**config.mk**
```make
export PLATFORM = sky130hd
export DESIGN_NAME = pc_gen
export DESIGN_NICKNAME = d
export VERILOG_FILES = /design/src/rtl/pc_gen_pkg.sv /design/src/rtl/pc_gen_btb.sv /design/src/rtl/pc_gen.sv
export SDC_FILE = /design/constraint.sdc
export NUM_CORES = 1
export LEC_CHECK = 0
export CAP_MARGIN = 0
export CORE_AREA = 2 2 81 114
export DETAILED_ROUTE_END_ITERATION = 7
export DIE_AREA = 0 0 83 116
export PLACE_DENSITY = 0.72
export SLEW_MARGIN = 10
export SYNTH_ARGS = -nofsm -noshare
export SYNTH_HDL_FRONTEND = slang
export SYNTH_SLANG_ARGS = --single-unit
```
**constraint.sdc**
```tcl
create_clock -name clk -period 1.75 [get_ports clk]
set_input_delay 0.2625 -clock clk [delete_from_list [all_inputs] [get_ports clk]]
set_output_delay 0.2625 -clock clk [all_outputs]
set_load 0.1 [all_outputs]
```
**src/rtl/pc_gen_pkg.sv**
```systemverilog
// Shared types and constants for the fetch PC generator and its branch target buffer.
package pc_gen_pkg;

   localparam int unsigned PC_W    = 32;
   localparam int unsigned PC_STEP = 4;

   typedef enum logic [1:0] {
      BOOT = 2'd0,
      RUN  = 2'd1,
      HALT = 2'd2
   } state_e;

   // Tag holds the full word address; the index bits always match the slot, so this stays direct-mapped.
   typedef struct packed {
      logic            valid;
      logic [PC_W-3:0] tag;
      logic [PC_W-1:0] target;
   } btb_entry_t;

endpackage

```
**src/rtl/pc_gen_btb.sv**
```systemverilog
// Direct-mapped branch target buffer: combinational lookup on the fetch PC, one update port.
// Only compiled into pc_gen when PC_GEN_BTB_EN is defined.
module pc_gen_btb
   import pc_gen_pkg::*;
#(
   parameter int unsigned XLEN  = 32,
   parameter int unsigned DEPTH = 8
) (
   input  logic            clk,
   input  logic            rst,
   input  logic [XLEN-1:0] lookup_pc_i,
   output logic            hit_c,
   output logic [XLEN-1:0] target_c,
   input  logic            upd_valid_i,
   input  logic            upd_taken_i,
   input  logic [XLEN-1:0] upd_pc_i,
   input  logic [XLEN-1:0] upd_target_i
);

   localparam int unsigned IDX_W = $clog2(DEPTH);

   btb_entry_t       entries_q [DEPTH];
   btb_entry_t       entries_d [DEPTH];
   btb_entry_t       lookup_entry;
   logic [IDX_W-1:0] lookup_idx;
   logic [IDX_W-1:0] upd_idx;
   logic             unused_lsb;

   assign lookup_idx   = lookup_pc_i[2 +: IDX_W];
   assign upd_idx      = upd_pc_i[2 +: IDX_W];
   assign unused_lsb   = ^{lookup_pc_i[1:0], upd_pc_i[1:0]};

   // Lookup reads registered contents, so a same-cycle update is seen only from the next cycle.
   assign lookup_entry = entries_q[lookup_idx];
   assign hit_c        = lookup_entry.valid &&
                         (lookup_entry.tag == (PC_W-2)'(lookup_pc_i[XLEN-1:2]));
   assign target_c     = XLEN'(lookup_entry.target);

   always_comb begin
      entries_d = entries_q;
      if (upd_valid_i) begin
         entries_d[upd_idx].valid = upd_taken_i;
         if (upd_taken_i) begin
            entries_d[upd_idx].tag    = (PC_W-2)'(upd_pc_i[XLEN-1:2]);
            entries_d[upd_idx].target = PC_W'(upd_target_i);
         end
      end
   end

   always_ff @(posedge clk or negedge rst) begin
      if (!rst) begin
         entries_q <= '{default: '0};
      end else begin
         entries_q <= entries_d;
      end
   end

endmodule

```
**src/rtl/pc_gen.sv**
```systemverilog
// Fetch PC generator: BOOT/RUN/HALT sequencing with trap, redirect and sequential next PC.
// Define PC_GEN_BTB_EN to add branch target prediction of the sequential PC.
module pc_gen
   import pc_gen_pkg::*;
#(
   parameter int unsigned     XLEN      = 32,
   parameter logic [XLEN-1:0] RESET_PC  = XLEN'(32'h8000_0000),
   parameter int unsigned     BTB_DEPTH = 8
) (
   input  logic            clk,
   input  logic            rst,
   input  logic            if_ready_i,
   input  logic            redirect_valid_i,
   input  logic [XLEN-1:0] redirect_pc_i,
   input  logic            trap_valid_i,
   input  logic [XLEN-1:0] trap_pc_i,
   input  logic            upd_valid_i,
   input  logic            upd_taken_i,
   input  logic [XLEN-1:0] upd_pc_i,
   input  logic [XLEN-1:0] upd_target_i,
   output logic [XLEN-1:0] pc_o,
   output logic            pc_valid_o,
   output logic            pred_taken_o,
   output logic            misalign_o
);

   state_e          state_q, state_d;
   logic [XLEN-1:0] pc_q, pc_d;
   logic            pc_valid_q, pc_valid_d;
   logic            misalign_q, misalign_d;
   logic            btb_hit;
   logic [XLEN-1:0] btb_target;
   logic            pred_taken;
   logic            accept;
   logic [XLEN-1:0] seq_pc;
   logic            unused_trap_lsb;

`ifdef PC_GEN_BTB_EN
   pc_gen_btb #(
      .XLEN  (XLEN),
      .DEPTH (BTB_DEPTH)
   ) u_btb (
      .clk          (clk),
      .rst          (rst),
      .lookup_pc_i  (pc_q),
      .hit_c        (btb_hit),
      .target_c     (btb_target),
      .upd_valid_i  (upd_valid_i),
      .upd_taken_i  (upd_taken_i),
      .upd_pc_i     (upd_pc_i),
      .upd_target_i (upd_target_i)
   );
`else
   logic unused_upd;
   assign unused_upd = ^{upd_valid_i, upd_taken_i, upd_pc_i, upd_target_i};
   assign btb_hit    = 1'b0;
   assign btb_target = '0;
`endif

   assign unused_trap_lsb = ^trap_pc_i[1:0];
   assign pred_taken      = btb_hit & pc_valid_q;
   assign accept          = if_ready_i & pc_valid_q;
   assign seq_pc          = pred_taken ? btb_target : pc_q + XLEN'(PC_STEP);

   // Next-PC priority: trap, redirect (ignored in HALT), accept, hold.
   always_comb begin
      state_d = state_q;
      pc_d    = pc_q;
      if (trap_valid_i) begin
         pc_d    = {trap_pc_i[XLEN-1:2], 2'b00};
         state_d = RUN;
      end else if (redirect_valid_i && (state_q != HALT)) begin
         if (redirect_pc_i[1:0] == 2'b00) begin
            pc_d    = redirect_pc_i;
            state_d = RUN;
         end else begin
            state_d = HALT;
         end
      end else if (accept) begin
         pc_d = seq_pc;
      end else if (state_q == BOOT) begin
         state_d = RUN;
      end
      pc_valid_d = (state_d == RUN);
      misalign_d = (state_d == HALT);
   end

   always_ff @(posedge clk or negedge rst) begin
      if (!rst) begin
         state_q    <= BOOT;
         pc_q       <= RESET_PC;
         pc_valid_q <= 1'b0;
         misalign_q <= 1'b0;
      end else begin
         state_q    <= state_d;
         pc_q       <= pc_d;
         pc_valid_q <= pc_valid_d;
         misalign_q <= misalign_d;
      end
   end

   assign pc_o         = pc_q;
   assign pc_valid_o   = pc_valid_q;
   assign pred_taken_o = pred_taken;
   assign misalign_o   = misalign_q;

endmodule
```
==> flow_summary.toml, run 1 <==
[route]
wl_per_cell_um = 18.4
ant_nets = 0
dr_total_vias = 3366
drt_wl_total_mm = 10.8
drcViolationCount = 0
firstDrtPassIters = 7
avgViaCountPerCell = 5.72
drt_iter0_drc = 328

[cts]
cts.sinks = 36
cts_buffers = 5
clock_path_buffers = 2
cts.root.buffer_cell = "clkbuf_16"
cts_tree = "yes"
htreeDepth = 2
clkLatencyLatePin_ns = 0.28
path_clk_slew_ns = 0.06

[setup_path]
cp-start-kind = "flop"
cpMaxStageDelayCell = "dfrtp_4"
cp_max_fo = 3
crit_top_cell = "buf_4"
cpPeakStageDelay_ns = 0.40
critical_path_arrival_ns = 2.06
critPathRequiredTime_ns = 1.97
end_kind = "flop"
path_cells = "nand4_1 > buf_4 > buf_6 > nor4_4 > buf_4 > nand3_2 > a31oi_1 > o21a_1"
crit_type = "reg2reg"
worst-path-buf-inv = 3
cp_top_family = "simple AND/OR/NAND/NOR gates"

[global_route]
use_met2_pct = 38.4
track_usage_pct = 21.8
grt_max_degree = 25
use_met1_pct = 25.5
use_met3_pct = 3.06
grt_pass1_wl_mm = 16.8
grt_pass1_vias = 3442
grt-busiest-layer = "met2"
grt_overflow = 0
antenna_found_initial = 0

[floorplan]
start_util_pct = 30.4
die_height_um = 116
rows = 40
io_pins = 170
die_area_sq_um = 9630
coreArea_sq_um = 8560
die_w_um = 83

[power_and_ir_drop]
ir_drop_mv = 0.530
power_density_nw_per_um2 = 898
finalPower_mw = 4.54
p_leak_nw = 2.05

[sta]
rsz0062_at_grt = "yes"
setup_viol = 9
setup_ws_ns = -0.0874
finalCriticalPeriod_ns = 1.84
fin_skew_ns = 0.00656
max_freq_mhz = 544
drv_slew = 0
hold_viol_final = 0
tns_ns = -0.454
fin_crit_sh_pct = 105

[yosys]
syn-mean-instance-area_sq_um = 8.19
ys_ff_latch = 36
synthAdderAreaFrac_pct = 0.482
async_reset_ff_share_pct = 100
ys_seq_area_share_pct = 34.7
yosysMostFrequentCell = "dfrtp_1"
synth.net_count = 453
synthesis.area_sq_um = 2600
synthCells = 317
synth-simple-area-share_pct = 24.8
synth-main-ff-cell = "dfrtp_1"
synth_warnings = 0
synth-edff-count = 0
synth_top_area_share_pct = 33.7
yosysTopAreaCell = "dfrtp_1"
muxShareOfSynthArea_pct = 2.41
synth_cell_types = 63
synth_xor_area_share_pct = 2.70
synth_top_family_by_area = "compound AO/OA/AOI/OAI gates"
synthTopCellsByArea = "dfrtp_1 34%, a21oi_1 6.0%, nand2_1 4.0%"
synth_compound_area_share_pct = 30.7
synth_commonest_cells = "35 x dfrtp_1, 31 x a21oi_1, 28 x nand2_1, 21 x nand3_1, 19 x nor2_1"

[place]
io_buffer_count = 100
gp_congestion = 0.889
place_area_sq_um = 4710
placed_cells = 574
place_hpwl_mm = 8.00

[final_layout]
fillers = 700
antenna_cells = 0
nets = 618
layout-drive-gt1-share_pct = 37.1
finalInstanceArea_sq_um = 5060
area_growth_pct = 94.8
fin_cells = 588

[status]
violations = "setup timing"
status = "finished with violations"

[hold_path]
worst_hold_path_type = "in2async"

[run]
maxCapViolCount = 0
==> power by group <==
part / internal [mW] / total, mW / switching (mW) / leakage (nW)
clock: 0.607 / 0.953 / 0.347 / 0.0772
combinational: 0.983 / 2.42 / 1.44 / 1.57
sequential: 0.999 / 1.17 / 0.172 / 0.403
==> logic make-up (layout without fill, tap and decap cells) <==
| group | count (synthesis) | count (layout) |
|---|---|---|
| muxes | 6 | 6 |
| xor gates and xnor gates | 8 | 8 |
| AOI/OAI and AO/OA | 119 | 119 |
| and+or+nand+nor | 120 | 120 |
| adders and majority gates | 1 | 1 |
| DFF | 36 | 36 |
| other | 1 | 1 |
| buffers and inverters | 26 | 192 |
==> per-layer routing <==
layer,wire length [um],vias to the layer above,part of all wire [%]
met1,4060,1601,38
met4,515,0,4.8
li1,-,1553,-
met5,0,-,0
met3,613,44,5.7
met2,5610,168,52
==> through the flow <==
| step | setup slack [ns] | utilization (%) | hold slack [ns] |
|---|---|---|---|
| 2_1_floorplan | -0.296 | - | -0.0331 |
| 3_3_place_gp | -0.254 | 55.1 | 0.207 |
| 3_5_place_dp | -0.247 | 55.1 | 0.215 |
| 4_1_cts | -0.0909 | 57.6 | 0.463 |
| 5_1_grt | -0.163 | 59.1 | 0.498 |
| 6_report | -0.0874 | 59.1 | 0.444 |
==> path summary, 6_finish.rpt <==
path | cells past startpoint | start | slack (ns) | end
setup / recovery | 8 | pc_o[11] | -0.09 | pc_o[17]
hold / removal | 2 | rst | 0.44 | misalign_o
setup reg to reg | 8 | pc_o[11] | -0.09 | pc_o[17]
hold reg to reg | 2 | pc_o[31] | 0.55 | pc_o[31]
max in group asynchronous | 3 | rst | 0.82 | pc_o[13]
min in group clk | 3 | redirect_valid_i | 0.49 | pc_valid_o
==> layout by cell type (no fill, tap or decap), drive strengths merged, types with 9 or more instances in the layout <==
cell type,count
nand3,23
buf,112
nand2,28
nand4,10
nor2,20
a31oi,10
dfrtp,35
o21ai,18
a21oi,31
clkdlybuf4s50,64
and3,9
==> area by class of cell <==
type,instances,area (sq um),share of cell area [%]
Clock buffer,8,156,3.09
Inverter,5,18.8,0.371
Multi-Input combinational cell,255,1770,35.0
Sequential cell,36,980,19.4
Tap cell,105,131,2.60
Timing Repair Buffer,179,2000,39.6
==> state kept, by name, indices dropped and copies added (netlist names) <==
signal,cells
pc_o,32
misalign_o,1
pc_valid_o,1
state_q,2
==> timing repair <==
action,4_1_cts,5_1_grt
setup buffers,3,1
hold buffers,1,0
gates cloned,0,1
endpoints found under the setup margin,10,28
endpoints found under the hold margin,14,0
pin swaps,5,13
resized for setup,5,27
No activity file was read; power rests on OpenSTA's default activity.
==> run 2, diff against run 1 <==
--- a/config.mk
+++ b/config.mk
@@ -9,6 +9,7 @@
 export CORE_AREA = 2 2 81 114
 export DETAILED_ROUTE_END_ITERATION = 7
 export DIE_AREA = 0 0 83 116
+export GPL_TIMING_DRIVEN = 0
 export PLACE_DENSITY = 0.72
 export SLEW_MARGIN = 10
 export SYNTH_ARGS = -nofsm -noshare
==> run 2 against run 1 <==
  * The flow still finishes with violations (setup timing)
  * Sequential share of layout area increased by 1.8 points
  * Power shrank 6.2%
  * Count of clock-buffer cells in the layout unchanged
  * Utilization down 4.9 points
  * Critical path type unchanged
==> flow_summary.toml, run 2 (synthesis results as in run 1) <==
[setup_path]
critPathRequiredTime_ns = 1.97
setup.reg_to_reg.worst_slack_ns = -0.15
critPathLaunch = "pc_o[11]"
path_cells = "nand4_1 > or4_4 > or3_1 > a31oi_1 > a221o_1"
crit_type = "reg2reg"
cp-start-kind = "flop"
cpMaxStageDelayCell = "or4_4"
critical_path_arrival_ns = 2.13
end_kind = "flop"
r2r_end = "pc_o[18]"
ff2ff_path_depth = 5
cp_top_family = "simple AND/OR/NAND/NOR gates"
cp_max_fo = 7
worst-path-buf-inv = 0
crit_cells = 5
timing.rr.start = "pc_o[11]"
cpPeakStageDelay_ns = 0.58

[final_layout]
multi_input_area_sq_um = 1860
fillers = 698
largest_register_ffs = 32
final_common_cell = "clkdlybuf4s50_1"
nets = 595
sequential_cell_area_sq_um = 980
finalInstanceArea_sq_um = 4640
final_cell_mix = "63 x clkdlybuf4s50_1, 33 x buf_4, 32 x clkdlybuf4s15_2, 27 x a21oi_1, 26 x nand2_1"
fin_cells = 565
layout-drive-gt1-share_pct = 36.5
area_growth_pct = 78.6
antenna_cells = 0
utilization_pct = 54.2

[route]
wl_per_cell_um = 21.3
dr_total_vias = 3467
drt_wl_total_mm = 12.0
avgViaCountPerCell = 6.14
drt_iter0_drc = 481
firstDrtPassIters = 6
ant_nets = 0
drcViolationCount = 0

[status]
violations = "setup timing"
status = "finished with violations"

[cts]
clkLatencyLatePin_ns = 0.29
clock_path_buffers = 2
cts.sinks = 36
cts.root.buffer_cell = "clkbuf_16"
path_clk_slew_ns = 0.06
htreeDepth = 2
cts_buffers = 5
cts_tree = "yes"

[sta]
setup_viol = 15
drv_slew = 0
rsz0062_at_grt = "yes"
tightest_slew_ns = 0.955
slew_headroom_pct = 36.6
setup_ws_ns = -0.155
max_freq_mhz = 525
fin_crit_sh_pct = 109
finalCriticalPeriod_ns = 1.90
fin_skew_ns = 0.00687
hold_viol_final = 0

[power_and_ir_drop]
power_density_nw_per_um2 = 919
p_leak_nw = 1.78
finalPower_mw = 4.26
ir_drop_mv = 0.557

[global_route]
track_usage_pct = 22.8
grt_max_degree = 34
grt_pass1_wl_mm = 17.3
grt_overflow = 0
antenna_found_initial = 0
grt_pass1_vias = 3298

[place]
pre_cts_slack_ns = -1.12
io_buffer_count = 100
place_hpwl_mm = 7.86
place_area_sq_um = 3890
placed_cells = 523
gp_congestion = 0.920

[floorplan]
rows = 40
coreArea_sq_um = 8560
start_util_pct = 30.4
die_w_um = 83
die_height_um = 116
die_area_sq_um = 9630
io_pins = 170

[run]
maxCapViolCount = 0

[hold_path]
worst_hold_path_type = "in2async"
[run 2: cell types whose count changed in the layout (fill, tap and decap cells not counted), sizes merged]
cell           delta
buf              -65
clkbuf           +11
clkdlybuf4s15    +31
dlygate4sd2       +2
dlymetal6s2s      -1
clkdlybuf4s50     -1
[run 2: stage by stage]
step                      setup TNS (ns)  hold slack (ns)
after floorplan                    -2.91          -0.0331
after CTS                         -0.125            0.327
final                             -0.692            0.327
after global routing               -1.68            0.353
after global placement            -52.79            0.478
after detailed placement          -30.69           0.0892
[run 2: worst max-delay path by stage]
stage	endpoint	slack, ns
after floorplan	pc_o[18]	-0.30
after global placement	pc_o[27]	-1.08
after detailed placement	pc_o[12]	-1.12
after CTS	pc_o[18]	-0.08
after global routing	pc_o[28]	-0.23
final	pc_o[18]	-0.15
[run 2: report_power, final]
group / internal [mW] / switching, mW / total, mW
registers: 1.00 / 0.203 / 1.20
clock network: 0.607 / 0.358 / 0.965
logic: 0.680 / 1.41 / 2.09
total: 2.29 / 1.98 / 4.26
[run 2: timing repair]
action	CTS	global route
gates cloned	0	0
hold endpoints to repair	3	0
endpoints found under the setup margin	65	33
pin swaps	13	9
hold buffers	1	0
buffers inserted	24	14
resized for setup	149	35
[run 2: layout make-up]
class / instances / area share, %
Multi-Input combinational cell: 255 / 40.1
Timing Repair Buffer: 139 / 29.5
Inverter: 5 / 0.513
Clock buffer: 8 / 3.37
Tap cell: 105 / 2.83
Sequential cell: 36 / 21.1
Buffer: 17 / 2.56
[run 2: routing by layer]
layer  up-vias  part of all wire, %  track usage [%]
met4         0                  5.8             12.9
met3        62                  8.9             4.42
met5         -                    0                0
met2       256                   49             39.4
li1       1519                    -                -
met1      1630                   37             26.5
==> run 3, diff against run 2 <==
--- a/config.mk
+++ b/config.mk
@@ -5,6 +5,7 @@
 export SDC_FILE = /design/constraint.sdc
 export NUM_CORES = 1
 export LEC_CHECK = 0
+export ABC_CLOCK_PERIOD_IN_PS = 1750
 export CAP_MARGIN = 0
 export CORE_AREA = 2 2 81 114
 export DETAILED_ROUTE_END_ITERATION = 7
==> results of run 3 <==
The final DEF is identical to that of run 2; final timing and power are the same.
